===== config.mk =====
export PLATFORM = sky130hd
export DESIGN_NAME = fifo_level
export DESIGN_NICKNAME = d
export VERILOG_FILES = /design/src/rtl/fifo_level.sv
export SDC_FILE = /design/constraint.sdc
export NUM_CORES = 1
export LEC_CHECK = 0
export ABC_AREA = 1
export BUFFER_PORTS_ARGS = -buffer_cell sky130_fd_sc_hd__buf_2
export CORE_ASPECT_RATIO = 0.8
export CORE_MARGIN = 3
export CORE_UTILIZATION = 51
export DETAILED_ROUTE_END_ITERATION = 10
export GPL_ROUTABILITY_DRIVEN = 0
export HOLD_SLACK_MARGIN = 0.05
export PLACE_DENSITY = 0.85
export SLEW_MARGIN = 5
export SYNTH_ARGS = -nofsm -noshare
export SYNTH_HDL_FRONTEND = slang
export SYNTH_SLANG_ARGS = --single-unit

===== constraint.sdc =====
create_clock -name iclk -period 1.9 [get_ports iclk]
set_clock_uncertainty 0.1 [all_clocks]
set_input_delay 0.475 -clock iclk [delete_from_list [all_inputs] [get_ports iclk]]
set_output_delay 0.475 -clock iclk [all_outputs]
set_load 0.05 [all_outputs]

===== src/rtl/fifo_level.sv =====
// Show-ahead register-file FIFO with arbitrary depth, fill level, programmable
// almost-full/almost-empty thresholds, synchronous flush and sticky error flags.
module fifo_level #(
  parameter int pBITS   = 8,
  parameter int pDEPTH  = 5,
  parameter int pAFULL  = 4,
  parameter int pAEMPTY = 1
) (
  input  logic                         iclk,
  input  logic                         ireset_n,
  input  logic                         iclr,
  input  logic                         iwr,
  input  logic [pBITS-1:0]             iw_data,
  input  logic                         ird,
  output logic [pBITS-1:0]             or_data,
  output logic                         oempty,
  output logic                         ofull,
  output logic                         oalmost_empty,
  output logic                         oalmost_full,
  output logic [$clog2(pDEPTH+1)-1:0]  ocount,
  output logic                         ooverflow,
  output logic                         ounderflow
);

  localparam int PW = $clog2(pDEPTH);
  localparam int CW = $clog2(pDEPTH + 1);
  localparam logic [PW-1:0] LAST_PTR = PW'(pDEPTH - 1);
  localparam logic [CW-1:0] DEPTH_C  = CW'(pDEPTH);
  localparam logic [CW-1:0] AFULL_C  = CW'(pAFULL);
  localparam logic [CW-1:0] AEMPTY_C = CW'(pAEMPTY);

  if (pDEPTH < 2) begin : g_bad_depth
    $error("fifo_level: pDEPTH must be >= 2");
  end
  if ((pAFULL < 1) || (pAFULL > pDEPTH)) begin : g_bad_afull
    $error("fifo_level: pAFULL must be in 1..pDEPTH");
  end
  if ((pAEMPTY < 0) || (pAEMPTY >= pDEPTH)) begin : g_bad_aempty
    $error("fifo_level: pAEMPTY must be in 0..pDEPTH-1");
  end

  // Non-power-of-2 depth, so pointers wrap explicitly at the last entry.
  function automatic logic [PW-1:0] ptr_inc(input logic [PW-1:0] p);
    return (p == LAST_PTR) ? {PW{1'b0}} : p + PW'(1);
  endfunction

  logic [pBITS-1:0] mem_q [pDEPTH];
  logic [PW-1:0]    wptr_q, wptr_d, rptr_q, rptr_d;
  logic [CW-1:0]    count_q, count_d;
  logic             empty_q, empty_d, full_q, full_d;
  logic             aempty_q, aempty_d, afull_q, afull_d;
  logic             ovf_q, ovf_d, unf_q, unf_d;
  logic             wr_acc_s, rd_acc_s, mem_we_s;

  assign wr_acc_s = iwr & (~full_q | ird);
  assign rd_acc_s = ird & ~empty_q;
  assign mem_we_s = wr_acc_s & ~iclr;

  // Next-state: flush dominates; flags are computed from the next count.
  always_comb begin
    wptr_d  = wptr_q;
    rptr_d  = rptr_q;
    count_d = count_q;
    ovf_d   = ovf_q;
    unf_d   = unf_q;
    if (iclr) begin
      wptr_d  = {PW{1'b0}};
      rptr_d  = {PW{1'b0}};
      count_d = {CW{1'b0}};
      ovf_d   = 1'b0;
      unf_d   = 1'b0;
    end else begin
      if (wr_acc_s) begin
        wptr_d = ptr_inc(wptr_q);
      end else begin
        wptr_d = wptr_q;
      end
      if (rd_acc_s) begin
        rptr_d = ptr_inc(rptr_q);
      end else begin
        rptr_d = rptr_q;
      end
      case ({wr_acc_s, rd_acc_s})
        2'b10:   count_d = count_q + CW'(1);
        2'b01:   count_d = count_q - CW'(1);
        default: count_d = count_q;
      endcase
      ovf_d = ovf_q | (iwr & full_q & ~ird);
      unf_d = unf_q | (ird & empty_q);
    end
    empty_d  = (count_d == {CW{1'b0}});
    full_d   = (count_d == DEPTH_C);
    aempty_d = (count_d <= AEMPTY_C);
    afull_d  = (count_d >= AFULL_C);
  end

  // Pointer, level and flag registers.
  always_ff @(posedge iclk or negedge ireset_n) begin
    if (!ireset_n) begin
      wptr_q   <= {PW{1'b0}};
      rptr_q   <= {PW{1'b0}};
      count_q  <= {CW{1'b0}};
      empty_q  <= 1'b1;
      full_q   <= 1'b0;
      aempty_q <= 1'b1;
      afull_q  <= 1'b0;
      ovf_q    <= 1'b0;
      unf_q    <= 1'b0;
    end else begin
      wptr_q   <= wptr_d;
      rptr_q   <= rptr_d;
      count_q  <= count_d;
      empty_q  <= empty_d;
      full_q   <= full_d;
      aempty_q <= aempty_d;
      afull_q  <= afull_d;
      ovf_q    <= ovf_d;
      unf_q    <= unf_d;
    end
  end

  // Storage is deliberately left out of reset.
  always_ff @(posedge iclk) begin
    if (mem_we_s) begin
      mem_q[wptr_q] <= iw_data;
    end
  end

  assign or_data       = mem_q[rptr_q];
  assign oempty        = empty_q;
  assign ofull         = full_q;
  assign oalmost_empty = aempty_q;
  assign oalmost_full  = afull_q;
  assign ocount        = count_q;
  assign ooverflow     = ovf_q;
  assign ounderflow    = unf_q;

endmodule

==> metrics.txt <==
# TYPE chip_impl_metric gauge
chip_impl_metric{name="power_frac_comb",unit="%"} 36.2
chip_impl_metric{name="core.rowCount",unit=""} 21
chip_impl_metric{name="number_of_nets_in_the_synthesized_netlist",unit=""} 238
chip_impl_info{name="worst_setup_path_start_kind",value="register"} 1
chip_impl_info{name="violations",value="setup timing"} 1
chip_impl_info{name="crit_type",value="register to primary output"} 1
chip_impl_metric{name="place_hpwl",unit="um"} 3247
chip_impl_metric{name="ys.warnings.count",unit=""} 0
chip_impl_metric{name="power.static_leakage",unit="uW"} 0.001268
chip_impl_metric{name="gr-total-overflow",unit=""} 0
chip_impl_metric{name="portBuffers",unit=""} 29
chip_impl_metric{name="detailedRoute.firstPassIterationCount",unit=""} 4
chip_impl_metric{name="worst_endpoint_data_arrival_time",unit="ns"} 1.52
chip_impl_metric{name="cts.sink_count",unit=""} 54
chip_impl_metric{name="proportion_of_total_power_due_to_net_switching",unit="%"} 36.58
chip_impl_metric{name="fill_cells",unit=""} 295
chip_impl_metric{name="cts_buffers",unit=""} 5
chip_impl_metric{name="pwr-share-seq",unit="%"} 41.4
chip_impl_metric{name="intPower",unit="uW"} 2210
chip_impl_metric{name="pre_cts_slack",unit="ns"} -0.1914
chip_impl_metric{name="final_cell_area",unit="um^2"} 2964
chip_impl_metric{name="antenna_violations_before_repair",unit=""} 0
chip_impl_metric{name="fin_ws",unit="ns"} -0.1961
chip_impl_metric{name="layout.cells.non_filler",unit=""} 329
chip_impl_metric{name="slew_headroom",unit="%"} 66.29
chip_impl_metric{name="synthDominantCellAreaShare",unit="%"} 50.05
chip_impl_metric{name="tightestPinTransition",unit="ns"} 0.5057
chip_impl_metric{name="worst_ep_required_time",unit="ns"} 1.32
chip_impl_metric{name="cts-htree-levels",unit=""} 2
chip_impl_metric{name="fraction_of_layout_instances_using_a_drive_strength_above_1",unit="%"} 36.03
chip_impl_metric{name="final_hold_viol_count",unit=""} 0
chip_impl_metric{name="period_utilization_post_route",unit="%"} 110.3
chip_impl_metric{name="period_needed",unit="ns"} 2.096
chip_impl_metric{name="worst-path-max-fanout",unit=""} 10
chip_impl_metric{name="initial_core_util",unit="%"} 55.02
chip_impl_metric{name="synthesis.area_per_instance",unit="um^2"} 10.96
chip_impl_info{name="cts.root.buffer_cell",value="sky130_fd_sc_hd__clkbuf_8"} 1
chip_impl_metric{name="tns",unit="ns"} -1.452
chip_impl_metric{name="fp.coreArea",unit="um^2"} 4362
chip_impl_info{name="setup_repair_after_global_routing_missed_its_margin",value="true"} 1
chip_impl_metric{name="drc_errors",unit=""} 0
chip_impl_metric{name="syn2layout_area_growth",unit="%"} 23.51
chip_impl_metric{name="count_of_unique_library_cells_instantiated_by_yosys",unit=""} 28
chip_impl_info{name="cts_tree",value="yes"} 1
chip_impl_metric{name="vias_in_the_first_global_route",unit=""} 1570
chip_impl_metric{name="area_enclosed_by_the_die_boundary",unit="um^2"} 5570
chip_impl_metric{name="cts_max_path_buffers",unit=""} 2
chip_impl_metric{name="grt_first_pass_wirelength",unit="um"} 7438
chip_impl_metric{name="placedInstanceArea",unit="um^2"} 2716
chip_impl_metric{name="detailroute.via_count",unit=""} 1664
chip_impl_metric{name="drt-vias-per-instance",unit=""} 5.058
chip_impl_metric{name="path_clk_slew",unit="ns"} 0.10
chip_impl_metric{name="detail-route-antenna-nets",unit=""} 0
chip_impl_metric{name="postSynthRegisterBits",unit=""} 54
chip_impl_info{name="timing.hold.worst.class",value="input pin to register"} 1
chip_impl_metric{name="final_nets",unit=""} 290
chip_impl_metric{name="vdd_ir_drop_max",unit="mV"} 0.7875
chip_impl_metric{name="groute.usage.overall",unit="%"} 18.60
chip_impl_metric{name="timing.max_cap.violations",unit=""} 0
chip_impl_info{name="critical_path.endpoint_type",value="primary output"} 1
chip_impl_metric{name="io-pin-count",unit=""} 30
chip_impl_metric{name="first_iter_violations",unit=""} 109
chip_impl_metric{name="power_density",unit="nW/um^2"} 1176
chip_impl_metric{name="diodes",unit=""} 0
chip_impl_metric{name="synthesis.instances",unit=""} 219
chip_impl_info{name="run_status",value="finished, violations left"} 1
chip_impl_metric{name="fmax",unit="MHz"} 477.1
chip_impl_metric{name="slew_viol_final",unit=""} 0
chip_impl_info{name="post_synthesis_cell_type_with_the_largest_combined_area",value="sky130_fd_sc_hd__edfxtp_1"} 1
chip_impl_metric{name="p_switching",unit="uW"} 1275
chip_impl_metric{name="synth-seq-area-share",unit="%"} 64.75
chip_impl_metric{name="finalWirelength",unit="um"} 4719
chip_impl_metric{name="dpl.cell_count",unit=""} 317
chip_impl_metric{name="largest_net_degree_at_the_start_of_global_routing",unit=""} 20
chip_impl_metric{name="clk-insertion-delay-late",unit="ns"} 0.31
chip_impl_metric{name="share_clk_of_total_power",unit="%"} 22.4
chip_impl_metric{name="final-setup-viol-count",unit=""} 11
chip_impl_metric{name="chipHeight",unit="um"} 67.36
chip_impl_metric{name="total_power",unit="uW"} 3485
chip_impl_info{name="synth_top_cells_by_area",value="sky130_fd_sc_hd__edfxtp_1 50%, sky130_fd_sc_hd__dfrtp_1 13%, sky130_fd_sc_hd__nand2_1 7.8%"} 1
chip_impl_metric{name="die_w",unit="um"} 82.70
chip_impl_metric{name="wire_length_per_cell_after_detailed_routing",unit="um"} 14.34
chip_impl_metric{name="mappedNetlistArea",unit="um^2"} 2400
[cell families after synthesis]
group	synth area share (%)
adder cells (fa/ha/maj)	3.441
AO/OA/AOI/OAI	5.683
XOR/XNOR	0.3650
flip-flops	64.75
AND/OR/NAND/NOR	19.34
buffers and inverters	6.413
[sequential cells by signal, summed over array words and instances, names as in the netlist]
signal	cells
mem_q	40
rptr_q	3
wptr_q	3
ocount	2
oalmost_empty	1
oalmost_full	1
oempty	1
ofull	1
ooverflow	1
ounderflow	1
[through the flow]
stage	utilization [%]	hold WS [ns]
2_1_floorplan	-	0.07941
3_3_place_gp	62.28	0.2827
3_5_place_dp	62.28	0.2847
4_1_cts	66.92	0.2767
5_1_grt	67.96	0.2748
6_report	67.96	0.2766
[worst max-delay path, cell delays in order, from the launching register on]
cell and delay [ns]:
sky130_fd_sc_hd__dfrtp_2 0.46, sky130_fd_sc_hd__buf_8 0.16, sky130_fd_sc_hd__nor2_2 0.09, sky130_fd_sc_hd__nor2_1 0.04, sky130_fd_sc_hd__o21ai_1 0.09, sky130_fd_sc_hd__nand2_1 0.08, sky130_fd_sc_hd__nand2_1 0.06, sky130_fd_sc_hd__nand2_1 0.06
sky130_fd_sc_hd__buf_6 0.15
[synth_stat cells]
| cell type | number |
|---|---|
| sky130_fd_sc_hd__nor3_1 | 1 |
| sky130_fd_sc_hd__buf_12 | 1 |
| sky130_fd_sc_hd__xor2_1 | 1 |
| sky130_fd_sc_hd__a31oi_1 | 1 |
| sky130_fd_sc_hd__nor3_2 | 2 |
| sky130_fd_sc_hd__fa_1 | 1 |
| sky130_fd_sc_hd__a21oi_1 | 2 |
| sky130_fd_sc_hd__dfrtp_1 | 12 |
| sky130_fd_sc_hd__buf_4 | 2 |
| sky130_fd_sc_hd__nor4_1 | 1 |
| sky130_fd_sc_hd__buf_6 | 3 |
| sky130_fd_sc_hd__inv_6 | 1 |
| sky130_fd_sc_hd__o21ai_1 | 15 |
| sky130_fd_sc_hd__edfxtp_1 | 40 |
| sky130_fd_sc_hd__nand2_2 | 1 |
| sky130_fd_sc_hd__nor2_1 | 31 |
| sky130_fd_sc_hd__nand2_1 | 50 |
| sky130_fd_sc_hd__ha_1 | 5 |
| sky130_fd_sc_hd__inv_4 | 2 |
| sky130_fd_sc_hd__nand4_1 | 3 |
| sky130_fd_sc_hd__inv_1 | 12 |
| sky130_fd_sc_hd__dfstp_2 | 2 |
| sky130_fd_sc_hd__inv_2 | 5 |
| sky130_fd_sc_hd__o21ai_0 | 9 |
| sky130_fd_sc_hd__nor2_2 | 10 |
| sky130_fd_sc_hd__nand3_1 | 3 |
| sky130_fd_sc_hd__nand3_2 | 2 |
| sky130_fd_sc_hd__or2_1 | 1 |
[final timing paths]
path,start,end,slack [ns],cells after the start
max in group asynchronous,ireset_n,oempty,0.94,2
setup reg to reg,oempty,oempty,-0.07,10
hold reg to reg,ounderflow,ounderflow,0.42,2
hold / removal,iw_data[7],mem_q[3][7],0.28,1
min in group asynchronous,ireset_n,rptr_q[2],0.47,2
setup / recovery,rptr_q[0],or_data[4],-0.20,8
[power by group through the flow]
stage	clock network [uW]	logic (uW)	registers (uW)
floorplan	0	689	1620
global placement	0	1060	1460
detailed placement	0	1100	1460
CTS	787	1210	1440
global route	835	1350	1450
finish	780	1260	1440
[per-layer routing]
layer	wire length, um	track usage [%]	part of all wire [%]
met4	114	9.184	2.4
met5	0	0	0
met2	2336	30.80	50
met1	2024	22.98	43
met3	242	4.400	5.1
[final cells by class]
type	count	area (um^2)	share of cell area, %
Clock buffer	5	68.82	2.322
Clock inverter	3	47.55	1.604
Inverter	20	85.08	2.870
Multi-Input combinational cell	139	745.7	25.16
Sequential cell	54	1562	52.68
Tap cell	57	71.32	2.406
Timing Repair Buffer	51	384.1	12.96
[layout by cell type (no fill, tap or decap), types with 2 or more instances in the layout]
| cell | n |
|---|---|
| sky130_fd_sc_hd__a21oi_1 | 2 |
| sky130_fd_sc_hd__buf_2 | 20 |
| sky130_fd_sc_hd__dfrtp_1 | 9 |
| sky130_fd_sc_hd__inv_1 | 10 |
| sky130_fd_sc_hd__nor2_4 | 3 |
| sky130_fd_sc_hd__nor2_1 | 27 |
| sky130_fd_sc_hd__edfxtp_1 | 40 |
| sky130_fd_sc_hd__nand2_1 | 47 |
| sky130_fd_sc_hd__buf_6 | 9 |
| sky130_fd_sc_hd__inv_2 | 7 |
| sky130_fd_sc_hd__o21ai_1 | 21 |
| sky130_fd_sc_hd__nand2_2 | 4 |
| sky130_fd_sc_hd__buf_8 | 2 |
| sky130_fd_sc_hd__buf_4 | 18 |
| sky130_fd_sc_hd__nand4_1 | 3 |
| sky130_fd_sc_hd__inv_4 | 2 |
| sky130_fd_sc_hd__o21ai_0 | 3 |
| sky130_fd_sc_hd__ha_1 | 4 |
| sky130_fd_sc_hd__dfrtp_2 | 3 |
| sky130_fd_sc_hd__nor2_2 | 11 |
| sky130_fd_sc_hd__clkbuf_8 | 5 |
| sky130_fd_sc_hd__nand3_2 | 2 |
| sky130_fd_sc_hd__nand3_1 | 3 |
| sky130_fd_sc_hd__inv_6 | 2 |
| sky130_fd_sc_hd__nor3_2 | 2 |
[what timing repair did]
item / 4_1_cts / 5_1_grt
setup endpoints to repair: 9 / 13
setup buffers: 1 / 2
pin swaps: 5 / 7
hold buffers: 1 / 0
cloned: 0 / 0
gates resized for setup: 26 / 14
endpoints found under the hold margin: 12 / 0
No activity file was read; power rests on OpenSTA's default activity.
